[src/rtl/arb_pkg.sv]
// rtl/arb_pkg.sv - shared constants and FSM state type for the 16-way round-robin arbiter
package arb_pkg;

    localparam int N_REQ       = 16;
    localparam int ID_W        = 4;
    localparam int TIMEOUT_DEF = 255;

    typedef enum logic {
        IDLE  = 1'b0,
        GRANT = 1'b1
    } state_t;

endpackage

[src/rtl/prio_enc16.sv]
// rtl/prio_enc16.sv - 16-bit lowest-index-first priority encoder
module prio_enc16
    import arb_pkg::*;
(
    input  logic [N_REQ-1:0] in,
    output logic [ID_W-1:0]  idx,
    output logic             valid
);

    // Scan from the top down so the lowest set bit is the last to win
    always_comb begin
        idx   = '0;
        valid = 1'b0;
        for (int i = N_REQ - 1; i >= 0; i--) begin
            if (in[i]) begin
                idx   = ID_W'(i);
                valid = 1'b1;
            end
        end
    end

endmodule

[src/rtl/rr_arb16.sv]
// rtl/rr_arb16.sv - 16-requester round-robin arbiter; optional hold timeout via RR_ARB16_TIMEOUT_EN
module rr_arb16
    import arb_pkg::*;
#(
    parameter int TIMEOUT = TIMEOUT_DEF
)
(
    input  logic             clk,
    input  logic             rst_n,
    input  logic             E,
    input  logic [N_REQ-1:0] req,
    input  logic             done,
    output logic [N_REQ-1:0] gnt,
    output logic [ID_W-1:0]  gnt_id,
    output logic             gnt_valid,
    output logic             timeout
);

    state_t              state;
    logic [ID_W-1:0]     ptr;
    logic [2*N_REQ-1:0]  req_shift;
    logic [N_REQ-1:0]    req_rot;
    logic [ID_W-1:0]     enc_idx;
    logic                enc_valid;
    logic [ID_W-1:0]     sel_id;
    logic                owner_release;
    logic                force_release;

    // Rotate right by ptr so the search always starts at index 0 of the encoder
    always_comb begin
        req_shift = {req, req} >> ptr;
        req_rot   = req_shift[N_REQ-1:0];
    end

    prio_enc16 u_prio_enc16 (
        .in    (req_rot),
        .idx   (enc_idx),
        .valid (enc_valid)
    );

    // Undo the rotation; 4-bit addition wraps mod 16 naturally
    always_comb begin
        sel_id        = enc_idx + ptr;
        owner_release = done | ~req[gnt_id];
    end

`ifdef RR_ARB16_TIMEOUT_EN
    localparam logic [7:0] HOLD_LAST = 8'(TIMEOUT - 1);

    logic [7:0] hold_cnt;
    logic       timeout_q;

    always_comb begin
        force_release = (state == GRANT) && (hold_cnt == HOLD_LAST);
    end

    // Hold counter sits at zero in IDLE so it is cleared on entry to GRANT;
    // timeout pulses only when the forced release is not also a normal release
    always_ff @(posedge clk or negedge rst_n) begin
        if (!rst_n) begin
            hold_cnt  <= '0;
            timeout_q <= 1'b0;
        end else begin
            if (state == GRANT && !owner_release && !force_release) begin
                hold_cnt <= hold_cnt + 8'd1;
            end else begin
                hold_cnt <= '0;
            end
            timeout_q <= force_release & ~owner_release;
        end
    end

    assign timeout = timeout_q;
`else
    assign force_release = 1'b0;
    assign timeout       = 1'b0;
`endif

    // Arbitration FSM with registered grant outputs; gnt_id is kept across IDLE
    always_ff @(posedge clk or negedge rst_n) begin
        if (!rst_n) begin
            state     <= IDLE;
            ptr       <= '0;
            gnt       <= '0;
            gnt_id    <= '0;
            gnt_valid <= 1'b0;
        end else begin
            case (state)
                IDLE: begin
                    if (E && enc_valid) begin
                        state     <= GRANT;
                        gnt       <= N_REQ'(1) << sel_id;
                        gnt_id    <= sel_id;
                        gnt_valid <= 1'b1;
                    end else begin
                        gnt       <= '0;
                        gnt_valid <= 1'b0;
                    end
                end
                GRANT: begin
                    if (owner_release || force_release) begin
                        state     <= IDLE;
                        gnt       <= '0;
                        gnt_valid <= 1'b0;
                        ptr       <= gnt_id + 4'd1;
                    end
                end
                default: begin
                    state     <= IDLE;
                    gnt       <= '0;
                    gnt_valid <= 1'b0;
                end
            endcase
        end
    end

endmodule

[config.mk]
export PLATFORM = sky130hd
export DESIGN_NAME = rr_arb16
export DESIGN_NICKNAME = d
export VERILOG_FILES = /design/src/rtl/arb_pkg.sv /design/src/rtl/prio_enc16.sv /design/src/rtl/rr_arb16.sv
export SDC_FILE = /design/constraint.sdc
export NUM_CORES = 1
export LEC_CHECK = 0
export ABC_AREA = 1
export CAP_MARGIN = 5
export CORE_MARGIN = 5
export CORE_UTILIZATION = 53
export CTS_CLUSTER_SIZE = 28
export DETAILED_ROUTE_END_ITERATION = 12
export PLACE_DENSITY = 0.8
export SLEW_MARGIN = 20
export SYNTH_ARGS = -nofsm -noshare
export SYNTH_HDL_FRONTEND = slang
export SYNTH_SLANG_ARGS = --single-unit
[constraint.sdc]
create_clock -name clk -period 3.6 [get_ports clk]
set_input_delay 0.54 -clock clk [delete_from_list [all_inputs] [get_ports clk]]
set_output_delay 0.54 -clock clk [all_outputs]
set_load 0.005 [all_outputs]
==> metrics.csv <==
stage,metric,value,unit
setup_path,Reg2Reg Depth,29,
grt,first-pass GRT wire length,11.3,mm
setup_path,end of the critical path,gnt[1],
setup_path,crit end category,register,
die,Core ar.,4320,µm²
finish,layout cell share with drive strength beyond 1,17.5,%
setup_path,crit path DAT,3.52,ns
logic_synthesis,Mapped Cells,377,
setup_path,RR Endpoint,gnt[1],
logic_synthesis,leading area contributor after synthesis,dfrtp_1,
finish,area occupied by multi-input gates,1510,µm²
sta,Final Hold Vio Count,0,
routing,DR iter-0 viols,262,
die,# IOs,42,
setup_path,Worst Setup SP,ptr[0],
sta,period utilization,92.2,%
setup_path,crit start category,register,
logic_synthesis,Adder-Cell Fraction of Synth Area,2.97,%
place,DPL Wire Length,5.07,mm
routing,vias per std cell,5.51,
setup_path,worst path required time,3.80,ns
sta,fmax,0.301,GHz
setup_path,Worst path max stage delay,0.57,ns
sta,count of final max-slew check failures,0,
setup_path,Setup CP Type,register to register,
routing,Antenna Nets Post-Route,0,
die,die height,76.7,µm
logic_synthesis,Synth Flop Type,dfrtp_1,
routing,Post-route DRC,0,
logic_synthesis,Post-Synth Simple-Gate Area,44.3,%
finish,Antenna Cells,0,
die,Initial Utilization,54.6,%
setup_path,CP max-delay cell,fa_2,
sta,clock skew,0.00476,ns
sta,worst hold margin,0.249,ns
sta,minimum clock period,3.32,ns
logic_synthesis,mux cell area share after synthesis,0,%
logic_synthesis,Post-synth ARST share,100,%
logic_synthesis,compound-gate portion of the synthesized area,13.1,%
clocking,clock buffer depth,2,
sta,Least-Margin Pin Slew,0.566,ns
place,Placed Instance Area,2970,µm²
sta,Max transition margin,62.3,%
logic_synthesis,Synth Net Count,402,
logic_synthesis,post-synth top area share,27.6,%
sta,Setup WS post-layout,0.282,ns
setup_path,Crit Reg-Reg Startpoint,ptr[0],
routing,DR WL/cell,13.3,µm
clocking,worst skew pair latency,0.27,ns
logic_synthesis,"top cells by count, synth","126 x nand2_1, 79 x nand3_1, 29 x inv_1",
logic_synthesis,most common cell in the synthesized netlist,nand2_1,
logic_synthesis,Synth area leaders,"dfrtp_1 28%, nand2_1 20%, nand3_1 17%",
clocking,Clk Tree Root Cell,clkbuf_8,
logic_synthesis,largest family of logic cells by synthesized area,simple AND/OR/NAND/NOR gates,
logic_synthesis,Post-Syn Area per Cell,6.26,µm²
clocking,total number of H-tree levels,1,
die,row cnt,24,
grt,GRT Total Usage,22.9,%
finish,synthesis-to-finish area growth,33.2,%
logic_synthesis,sequential area share after synthesis,27.6,%
routing,via count,2704,
setup_path,"setup slack, reg-to-reg",0.28,ns
die,die width,76.7,µm
status,run status,finished clean,
setup_path,"Max FO, Critical Path",7,
routing,drt pass-1 iters,6,
logic_synthesis,Netlist cell types,32,
hold_path,worst hold path class,primary input to async pin,
place,Port Buffers,40,
die,die area,5890,µm²
clocking,TritonCTS clock tree,built,
routing,final wirelength,6.55,mm
clocking,Num CTS Buffers,3,
finish,register area,652,µm²
place,dpl ws,-0.189,ns
clocking,clock-pin slew on the worst setup and hold paths,0.09,ns
logic_synthesis,#FFs+latches synth,26,
flow_run,# Max-Cap Violations,0,
finish,post-route cell area,3150,µm²
place,RePlAce Congestion,0.916,
grt,total global routing overflow,0,
logic_synthesis,"EDFF count, synth",0,
sta,setup violators final,0,
logic_synthesis,Synthesis Warnings,0,
finish,post-layout util,72.7,%
logic_synthesis,xor/xnor share of the synthesized area,1.48,%
finish,Nets,465,
setup_path,"most used cell, CP",nand2_1,
grt,initial antenna violation count,0,
finish,FILL cells,354,
logic_synthesis,mapped cell area,2360,µm²
clocking,CTS sink count,26,
grt,largest net degree at the start of global routing,27,
grt,number of global-route vias before repair,2457,
final cells by class:
class,instances,share of cell area [%]
timing repair buffer,73,22.2
tap,52,2.07
sequential,26,20.7
multi-input combinational,298,47.9
clock inverter,1,0.955
clock buffer,3,1.31
inverter,38,4.85
how the worst min path moves through the flow:
| stage | cells past startpoint | to | start | slack, ns |
|---|---|---|---|---|
| after floorplan | 0 | gnt[0] | rst_n | 0.24 |
| after global placement | 2 | gnt[10] | gnt[10] | 0.46 |
| after detailed placement | 2 | gnt_valid | gnt_valid | 0.46 |
| after CTS | 1 | gnt[2] | rst_n | 0.27 |
| after global routing | 1 | gnt[2] | rst_n | 0.29 |
| final | 1 | gnt[0] | rst_n | 0.25 |
cell families after synthesis:
| family | count (synthesis) |
|---|---|
| xor+xnor | 4 |
| buf+inv | 53 |
| simple gates | 233 |
| flops | 26 |
| compound gates | 55 |
| other cells | 1 |
| fa+ha+maj | 5 |
flip-flops by register name, indices dropped and copies added, names as in the netlist:
name	cells
gnt	16
gnt_id	4
gnt_valid	1
ptr	4
state	1
worst max-delay path: cells and delay by family (launching register included):
kind                       cells  cell delay (ns)
AOI/OAI and AO/OA              2             0.25
adders and majority gates      2             0.76
buffers and inverters          4             0.44
DFF                            1             0.48
and+or+nand+nor               21             1.28
per-layer routing:
| layer | share of wire (%) | track usage, % | vias to the layer above |
|---|---|---|---|
| li1 | - | - | 1357 |
| met1 | 47 | 34.7 | 1245 |
| met2 | 47 | 35.5 | 96 |
| met3 | 5.5 | 2.69 | 6 |
| met4 | 0.75 | 3.15 | 0 |
| met5 | 0 | 0 | - |
placed cells by master (no fill, tap or decap), types with 2 or more instances in the layout:
cell,synthesis,layout
clkdlybuf4s50_1,0,23
inv_2,5,8
dlymetal6s2s_1,0,16
clkbuf_8,0,3
buf_4,3,31
xor2_1,3,3
inv_1,29,26
o21a_1,2,2
o21ai_0,22,21
nand2_4,2,2
inv_4,2,2
nor2_4,2,3
nor2_2,1,2
nor2_1,15,13
o21ai_1,18,17
a21oi_1,4,3
dfrtp_1,26,25
nand3_2,1,3
nand2_1,126,124
a31oi_1,2,2
o21ai_2,3,5
o221ai_1,4,4
ha_1,4,3
nand3_1,79,77
nand2_2,5,7
repair_timing:
| item | CTS | global route |
|---|---|---|
| setup buffers | 0 | 2 |
| hold endpoints to repair | 0 | 0 |
| endpoints found under the setup margin | 0 | 19 |
| gates resized for setup | 0 | 34 |
| hold buffers | 0 | 0 |
metrics by stage:
| step | cells | TNS, ns |
|---|---|---|
| floorplan | 377 | 0 |
| global placement | 485 | -1.02 |
| detailed placement | 485 | -1.82 |
| CTS | 489 | 0 |
| global route | 491 | -0.0210 |
| finish | 491 | 0 |
Power is left out: the tool's default activity adds up to more than one toggle a clock period on the data nets, which glitch-free logic cannot reach.
